==> config.mk <==
export PLATFORM = sky130hd
export DESIGN_NAME = fft_dit_hold2_top
export DESIGN_NICKNAME = d
export VERILOG_FILES = /design/src/rtl/fft_dit_hold2_top.sv
export SDC_FILE = /design/constraint.sdc
export NUM_CORES = 2
export LEC_CHECK = 0
export CAP_MARGIN = 20
export CORE_MARGIN = 5
export CORE_UTILIZATION = 40
export CTS_BUF_LIST = sky130_fd_sc_hd__clkbuf_2 sky130_fd_sc_hd__clkbuf_4 sky130_fd_sc_hd__clkbuf_8
export DETAILED_ROUTE_END_ITERATION = 16
export GPL_TIMING_DRIVEN = 1
export SLEW_MARGIN = 10
export SYNTH_ARGS = -nofsm -noshare
export SYNTH_HDL_FRONTEND = slang
export SYNTH_SLANG_ARGS = --single-unit
==> constraint.sdc <==
create_clock -name clk -period 62.3 [get_ports clk]
set_input_delay 12.46 -clock clk [delete_from_list [all_inputs] [get_ports clk]]
set_output_delay 12.46 -clock clk [all_outputs]
set_load 0.01 [all_outputs]
==> src/rtl/fft_dit_hold2_top.sv <==
// fft_dit_hold2_top: radix-2 DIT FFT, one shared butterfly, in-place register-file memory
module fft_dit_hold2_top #(
  parameter int N = 16,
  parameter int DATA_WIDTH = 16,
  parameter int ADDR_WIDTH = $clog2(N)
) (
  input  logic                      clk,
  input  logic                      rst,
  input  logic                      en,
  input  logic [1:0]                mode,
  input  logic [DATA_WIDTH-1:0]     x_in_ext,
  output logic                      done,
  output logic [3:0]                state_dbg,
  output logic [ADDR_WIDTH-1:0]     rd_addr_dbg,
  output logic [ADDR_WIDTH-1:0]     wr_addr_dbg,
  output logic [ADDR_WIDTH-1:0]     pair_idx_dbg,
  output logic [2*DATA_WIDTH-1:0]   x0_hold_dbg,
  output logic [2*DATA_WIDTH-1:0]   x1_hold_dbg,
  output logic [2*DATA_WIDTH-1:0]   y0_dbg,
  output logic [2*DATA_WIDTH-1:0]   y1_dbg
);
  localparam int DW = DATA_WIDTH;
  localparam int AW = ADDR_WIDTH;
  localparam int PW = 2 * DW + 1;

  typedef enum logic [3:0] {
    IDLE = 4'd0, LOAD = 4'd1, INIT = 4'd2, RD0_ADDR = 4'd3, RD0_HOLD = 4'd4,
    RD1_ADDR = 4'd5, RD1_HOLD = 4'd6, BF = 4'd7, WR0 = 4'd8, WR1 = 4'd9,
    NEXT = 4'd10, DONE = 4'd11
  } state_t;

  // Twiddle constants are evaluated at elaboration with a Taylor series so no math library is needed
  function automatic logic signed [DW-1:0] trig_q(input int k, input bit sine);
    real x, term, sum, v;
    x = 6.283185307179586 * real'(k) / real'(N);
    term = sine ? x : 1.0;
    sum = term;
    for (int n = 1; n < 16; n++) begin
      term = -term * x * x / (sine ? real'((2 * n) * (2 * n + 1)) : real'((2 * n - 1) * (2 * n)));
      sum = sum + term;
    end
    v = sum;
    for (int i = 0; i < DW - 2; i++) v = v * 2.0;
    return DW'(v >= 0.0 ? $rtoi(v + 0.5) : -$rtoi(0.5 - v));
  endfunction

  function automatic logic [AW-1:0] bitrev(input logic [AW-1:0] a);
    logic [AW-1:0] r;
    for (int i = 0; i < AW; i++) r[i] = a[AW-1-i];
    return r;
  endfunction

  state_t state, state_nx;
  logic [AW-1:0] count, stage, pair;
  logic [1:0] mode_q;
  logic [2*DW-1:0] mem [N];
  logic [2*DW-1:0] rd_data, x0_hold, x1_hold, y0, y1, wdata, y0_nx, y1_nx;
  logic [AW-1:0] span, lo, i0, i1, tw_k, rd_addr, wr_addr;
  logic signed [DW-1:0] tw_re [N/2];
  logic signed [DW-1:0] tw_im [N/2];
  logic signed [DW-1:0] ar, ai, br, bi, wr, wi, tr, ti;
  logic signed [PW-1:0] pr, pi;
  logic start, we, last_pair, last_stage;

  for (genvar g = 0; g < N / 2; g++) begin : g_tw
    assign tw_re[g] = trig_q(g, 1'b0);
    assign tw_im[g] = -trig_q(g, 1'b1);
  end

  // Addressing, twiddle selection and the complex butterfly
  always_comb begin
    start = en && (mode == 2'b01 || mode == 2'b10);
    last_pair = pair == AW'(N / 2 - 1);
    last_stage = stage == AW'(AW - 1);
    span = AW'(1) << stage;
    lo = pair & (span - 1'b1);
    i0 = ((pair >> stage) << (stage + 1'b1)) | lo;
    i1 = i0 + span;
    tw_k = lo << (AW'(AW - 1) - stage);
    rd_addr = (state == RD1_ADDR || state == RD1_HOLD) ? i1 : i0;
    wr_addr = state == LOAD ? bitrev(count) : state == WR1 ? i1 : state == WR0 ? i0 : '0;
    we = (state == IDLE && start) || state == LOAD || state == WR0 || state == WR1;
    wdata = state == WR0 ? y0 : state == WR1 ? y1 : {x_in_ext, {DW{1'b0}}};
    ar = x0_hold[2*DW-1:DW];
    ai = x0_hold[DW-1:0];
    br = x1_hold[2*DW-1:DW];
    bi = x1_hold[DW-1:0];
    wr = tw_re[tw_k[AW-2:0]];
    wi = mode_q == 2'b10 ? -tw_im[tw_k[AW-2:0]] : tw_im[tw_k[AW-2:0]];
    pr = PW'(wr) * PW'(br) - PW'(wi) * PW'(bi);
    pi = PW'(wr) * PW'(bi) + PW'(wi) * PW'(br);
    tr = DW'(pr >>> (DW - 2));
    ti = DW'(pi >>> (DW - 2));
    y0_nx = {ar + tr, ai + ti};
    y1_nx = {ar - tr, ai - ti};
  end

  // State register
  always_ff @(posedge clk or posedge rst)
    if (rst) state <= IDLE;
    else state <= state_nx;

  // Next-state sequencing: load, then per stage INIT and eight cycles per pair
  always_comb begin
    state_nx = state;
    case (state)
      IDLE:     state_nx = start ? LOAD : IDLE;
      LOAD:     state_nx = count == AW'(N - 1) ? INIT : LOAD;
      INIT:     state_nx = RD0_ADDR;
      RD0_ADDR: state_nx = RD0_HOLD;
      RD0_HOLD: state_nx = RD1_ADDR;
      RD1_ADDR: state_nx = RD1_HOLD;
      RD1_HOLD: state_nx = BF;
      BF:       state_nx = WR0;
      WR0:      state_nx = WR1;
      WR1:      state_nx = NEXT;
      NEXT:     state_nx = !last_pair ? RD0_ADDR : !last_stage ? INIT : DONE;
      DONE:     state_nx = en ? DONE : IDLE;
      default:  state_nx = IDLE;
    endcase
  end

  // Counters, operand hold registers and butterfly result registers
  always_ff @(posedge clk or posedge rst)
    if (rst) begin
      count <= '0;
      stage <= '0;
      pair <= '0;
      mode_q <= '0;
      rd_data <= '0;
      x0_hold <= '0;
      x1_hold <= '0;
      y0 <= '0;
      y1 <= '0;
    end else begin
      rd_data <= mem[rd_addr];
      case (state)
        IDLE:     if (start) begin mode_q <= mode; count <= AW'(1); end
        LOAD:     begin count <= count + 1'b1; if (count == AW'(N - 1)) stage <= '0; end
        INIT:     pair <= '0;
        RD0_HOLD: x0_hold <= rd_data;
        RD1_HOLD: x1_hold <= rd_data;
        BF:       begin y0 <= y0_nx; y1 <= y1_nx; end
        NEXT:     if (!last_pair) pair <= pair + 1'b1; else if (!last_stage) stage <= stage + 1'b1;
        default:  ;
      endcase
    end

  // In-place sample/spectrum memory
  always_ff @(posedge clk or posedge rst)
    if (rst) for (int i = 0; i < N; i++) mem[i] <= '0;
    else if (we) mem[wr_addr] <= wdata;

  assign done = state == DONE;
  assign state_dbg = state;
  assign rd_addr_dbg = rd_addr;
  assign wr_addr_dbg = wr_addr;
  assign pair_idx_dbg = pair;
  assign x0_hold_dbg = x0_hold;
  assign x1_hold_dbg = x1_hold;
  assign y0_dbg = y0;
  assign y1_dbg = y1;
endmodule

== Yosys cells after proc, flatten, opt, wreduce, memory -nomap -nowiden ==
Memories as Yosys holds them, arrays and structs flattened.
Cells that the tools add are included.

* Memories kept: 2
* Bits in registers: 690
* Memory bits (read-only): 256
* Output and inout port bits: 145

* Reductions and logical operators: 16
* Bitwise gates (word level): 5
* Magnitude comparators: 4
* Equal/unequal tests: 22
* Mux-type cells: 31
* $add $sub $neg: 13
* $mul: 4
* Shift-type cells: 4

{| class="wikitable"
|+ Memories
! name !! words !! bits a word !! read ports !! clocked after Yosys merged registers in !! write ports !! RTL line !! source
|-
| (no name shown) || 8 || 16 || 1 || 0 || 0 || 89 || <nowiki>wi = mode_q == 2'b10 ? -tw_im[tw_k[AW-2:0]] : tw_im[tw_k[AW-2:0]];</nowiki>
|-
| (no name shown) || 8 || 16 || 1 || 0 || 0 || 88 || <nowiki>wr = tw_re[tw_k[AW-2:0]];</nowiki>
|}

{| class="wikitable"
|+ Operator list
! operator !! number
|-
| $bwmux W512 || 1
|-
| $mux W32 || 5
|-
| $bmux W32 S4 || 1
|-
| $demux W32 S4 || 1
|-
| $mul A16 B16 Y30 || 4
|-
| $mux W16 || 5
|-
| $mux W4 || 12
|-
| $pmux W4 S12 || 1
|-
| $add A16 B16 Y16 || 2
|-
| $sub A16 B16 Y16 || 2
|-
| $add A30 B30 Y30 || 1
|-
| $sub A30 B30 Y30 || 1
|-
| $pmux W4 S2 || 3
|-
| $eq A4 B3 Y1 const B || 5
|-
| $eq A4 B4 Y1 const B || 5
|-
| $neg A16 Y16 || 1
|-
| $add A4 B1 Y4 const B || 3
|-
| $eq A4 B2 Y1 const B || 3
|-
| $ge A5 B5 Y1 const B || 2
|-
| $not A4 Y5 || 2
|-
| $ne A2 B2 Y1 const B || 4
|-
| $reduce_and A2 Y1 || 3
|-
| $reduce_bool A2 Y1 || 3
|-
| $logic_or A1 B1 Y1 || 5
|-
| 21 further kinds || 24
|}

== Logic depth before layout (Yosys ltp) ==
* Depth in word-level cells: 13
* Gate-level depth with buffers: 61
* Depth with buffers taken out: 58

== Worst setup path before layout ==
Ideal clock, no wire load.

* Path type: register to output
* From: register stage[0]
* To: output wr_addr_dbg[3]
* Buffers on the path: 3
* Data arrival time: 3.592 ns
* Setup slack: 46.248 ns
* Data required time: 49.840 ns
* Cell stages (with the launch flop): 17
* Cells stage by stage: dfrtp_1 > buf_6 > buf_2 > nand2_1 > nor3_1 > inv_1 > ha_1 > nand2b_1 > o41ai_1 > ha_1 > a21o_1 > a21oi_1 > xnor2_1 > nand2_1 > xnor2_1 > o31ai_1 > clkbuf_1

* Cells in the longest elaborated chain, start to end: 7
* Elaborated cells on any way between the ends: 11
* Classes of those cells: add/sub: 3; shift: 3; mux: 3; bitwise: 2

{| class="wikitable"
|+ Ends and longest elaborated chain
! item !! RTL line !! source
|-
| from (decl) || 54 || <nowiki>logic [AW-1:0] count, stage, pair;</nowiki>
|-
| from (signal assigned) || 144 || <nowiki>NEXT: if (!last_pair) pair <= pair + 1'b1; else if (!last_stage) stage <= stage + 1'b1;</nowiki>
|-
| parallel branches: the longest is 5 deep, another holds $add A4 B1 Y4 || - ||
|-
| $mux W4 (*) (2 in a row) || 81 || <nowiki>wr_addr = state == LOAD ? bitrev(count) : state == WR1 ? i1 : state == WR0 ? i0 : '0;</nowiki>
|-
| to (decl) || 15 || <nowiki>output logic [ADDR_WIDTH-1:0] wr_addr_dbg,</nowiki>
|}

Every way passes the cells marked *.

== Worst setup path after layout ==
Ends and elaborated chain as after synthesis.

==> impl_metrics.ini <==
[layout]
layout_commonest_cell = nand2_1
nets = 9078
final_cells = 10000
layout_common_cells = nand2_1 (1440), inv_1 (1400), fa_1 (1082), dfrtp_1 (688), o21ai_0 (506)
synthToLayoutAreaGrowth_pct = 9.66
final_layout_size_suffix_gt1_share_pct = 6.20

[clock_network]
cts_hold_buf = 0
cts_buffers = 106
cts.sinks = 688
clock_latency_ns = 0.82
cts_root_buf = clkbuf_8
cts_tree = done
cts_resized = 0
clockBufferDepth = 3
cts_setup_buffers = 0
htree_levels = 3
clk_pin_slew_ns = 0.07

[setup_path]
cp-end-kind = output pin
critPathRequiredTime_ns = 49.84
crit_arrival_ns = 5.63
path_max_fanout = 18
r2r_cells = 52
r2r_end = y0_dbg[31]$_DFFE_PP0N_
crit_type = flip-flop to output pin
start_kind = flip-flop
crit_path_start = stage[0]$_DFFE_PP0P_
reg2reg_setup_slack_ns = 46.79
r2r-start = stage[0]$_DFFE_PP0P_

[place]
dp_hpwl_um = 147000
dp.cells = 9819
dp_slack_ns = 45.10
place_congestion = 0.893
portBuffers = 165

[die]
pin_count = 166
die_h_um = 427
die_w_um = 427
dieArea_um2 = 182000
core-area_um2 = 173000
fp-row-count = 153
start_util_pct = 40.1

[yosys]
yosysSeqAreaShare_pct = 24.7
synthDistinctLibCells = 77
synth-edff-count = 0
synth_warnings = 0
async_flop_share_pct = 100
syn-num-nets = 9094
synth.ff_latch_count = 688
syn_area_um2 = 69600
ys.flop_type = dfrtp_1
syn_inst = 7619
avgSynthCellArea_um2 = 9.13

[min_path]
whs_path_depth = 1
min_to = x1_hold_dbg[29]$_DFFE_PP0P_
min_from = rd_data[29]$_DFF_PP0_
hp-class = flip-flop to flip-flop

[sta]
fmax_mhz = 55.3
setup_viol = 0
fin_crit_sh_pct = 29.0
fin_ws_ns = 44.21
rsz0062_at_grt = no
hold_viol = 0
hold_ws_ns = 0.459
setup-tns-final_ns = 0
slew_headroom_pct = 27.1
report.final.slew_viol_count = 0
min_period_ns = 18.09
skew_ns = 0.0777
tightest_slew_ns = 1.09

[run]
cap_violations = 0

[route]
drt-pass1-iter-count = 7
drc = 0
postRouteAntennaNets = 0
drt_wl_total_um = 202000
vias = 51200
avgViaCountPerCell = 5.11
drt-wirelength-per-cell_um = 20.2
drt_iter0_drc = 3437

[grt]
grt_pass1_vias = 53600
grt_usage_pct = 22.7
grt_first_pass_wirelength_um = 318000
grt_max_degree = 167
antenna_found_initial = 10
grt_overflow = 0

[outcome]
status = completed
worst max-delay path by stage:
stage	end	slack, ns	cells past startpoint
final	wr_addr_dbg[3]	44.21	15
after global routing	wr_addr_dbg[3]	43.80	15
after CTS	wr_addr_dbg[3]	44.20	15
after detailed placement	wr_addr_dbg[3]	45.10	15
after global placement	wr_addr_dbg[3]	45.00	15
after floorplan	count[0]$_DFFE_PP0P_	30.55	1
flip-flops by register name, indices dropped and copies added (netlist names):
register / flops
count: 4
mem: 512
mode_q: 2
pair_idx_dbg: 4
rd_data: 32
stage: 4
state_dbg: 4
x0_hold_dbg: 32
x1_hold_dbg: 32
y0_dbg: 32
y1_dbg: 30
synth_stat cells, types with 6 or more instances:
cell	count	area (um^2)
xnor2_1	126	1100
nand2b_1	17	106
nor2b_1	22	138
buf_1	23	86.3
nand2_1	1440	5410
o21ai_0	520	2600
clkbuf_1	386	1450
nor3_1	22	110
nand3_1	267	1340
a311oi_1	67	587
or2_2	10	62.6
o21bai_1	14	105
a2111oi_0	6	52.6
inv_1	1403	5270
o31ai_1	6	45.0
ha_1	372	4650
o211ai_1	37	278
a31oi_1	41	257
or3_1	10	62.6
buf_2	18	90.1
nand4_1	7	43.8
a21oi_1	137	686
o21ai_1	17	85.1
nand3b_1	8	60.1
fa_1	1082	21700
mux2i_1	68	681
o21a_1	13	97.6
a22oi_1	22	165
mux2_2	68	766
nor2_1	184	691
and3_1	41	257
dfrtp_1	688	17200
a211oi_1	27	203
and2_1	316	1980
a21o_1	16	120
xor2_1	39	342
per-stage QoR:
stage / area [um^2] / util, %
2_1_floorplan: 69600 / -
3_3_place_gp: 73900 / 42.6
3_5_place_dp: 73900 / 42.6
4_1_cts: 76300 / 44.0
5_1_grt: 76300 / 44.0
6_report: 76300 / 44.0
worst max-delay path, stage by stage, from the launching register on:
cell and delay [ns]:
dfrtp_1 0.74, nand2_1 0.14, nor3_1 0.44, inv_1 0.10
ha_1 0.35, nand2b_1 0.22, o41ai_1 0.13, buf_4 0.24
ha_1 0.23, a21o_1 0.18, a21oi_1 0.17, xnor2_1 0.17
nand2_1 0.10, xnor2_1 0.18, o31ai_4 0.72, clkdlybuf4s50_1 0.77
kinds of logic after synthesis:
kind of cell / count (synthesis) / share of synthesized area [%]
and+or+nand+nor: 2366 / 15.0
buffers and inverters: 1839 / 9.98
AOI/OAI and AO/OA: 967 / 8.20
xor gates and xnor gates: 169 / 2.20
adders and majority gates: 1454 / 37.8
muxes: 136 / 2.08
DFF: 688 / 24.7
metal layers:
layer | GRT usage, % | wire, um | vias up
li1 | - | - | 23400
met3 | 3.05 | 10700 | 335
met5 | 0 | 13 | -
met4 | 8.42 | 9090 | 2
met2 | 38.3 | 97800 | 1461
met1 | 29.9 | 84300 | 26000
area by class of cell:
cell class | count | area, um^2
diodes | 1 | 2.50
clock buffers | 159 | 2030
clock inverters | 34 | 415
fillers | 17100 | 97100
inverters | 1408 | 5300
multi-input cells | 5092 | 45700
flip-flops and latches | 688 | 17200
well taps | 2325 | 2910
repair buffers | 307 | 2740
Power is not shown: default switching activity piles up to over one toggle a cycle in this logic, so the estimate is an artifact.
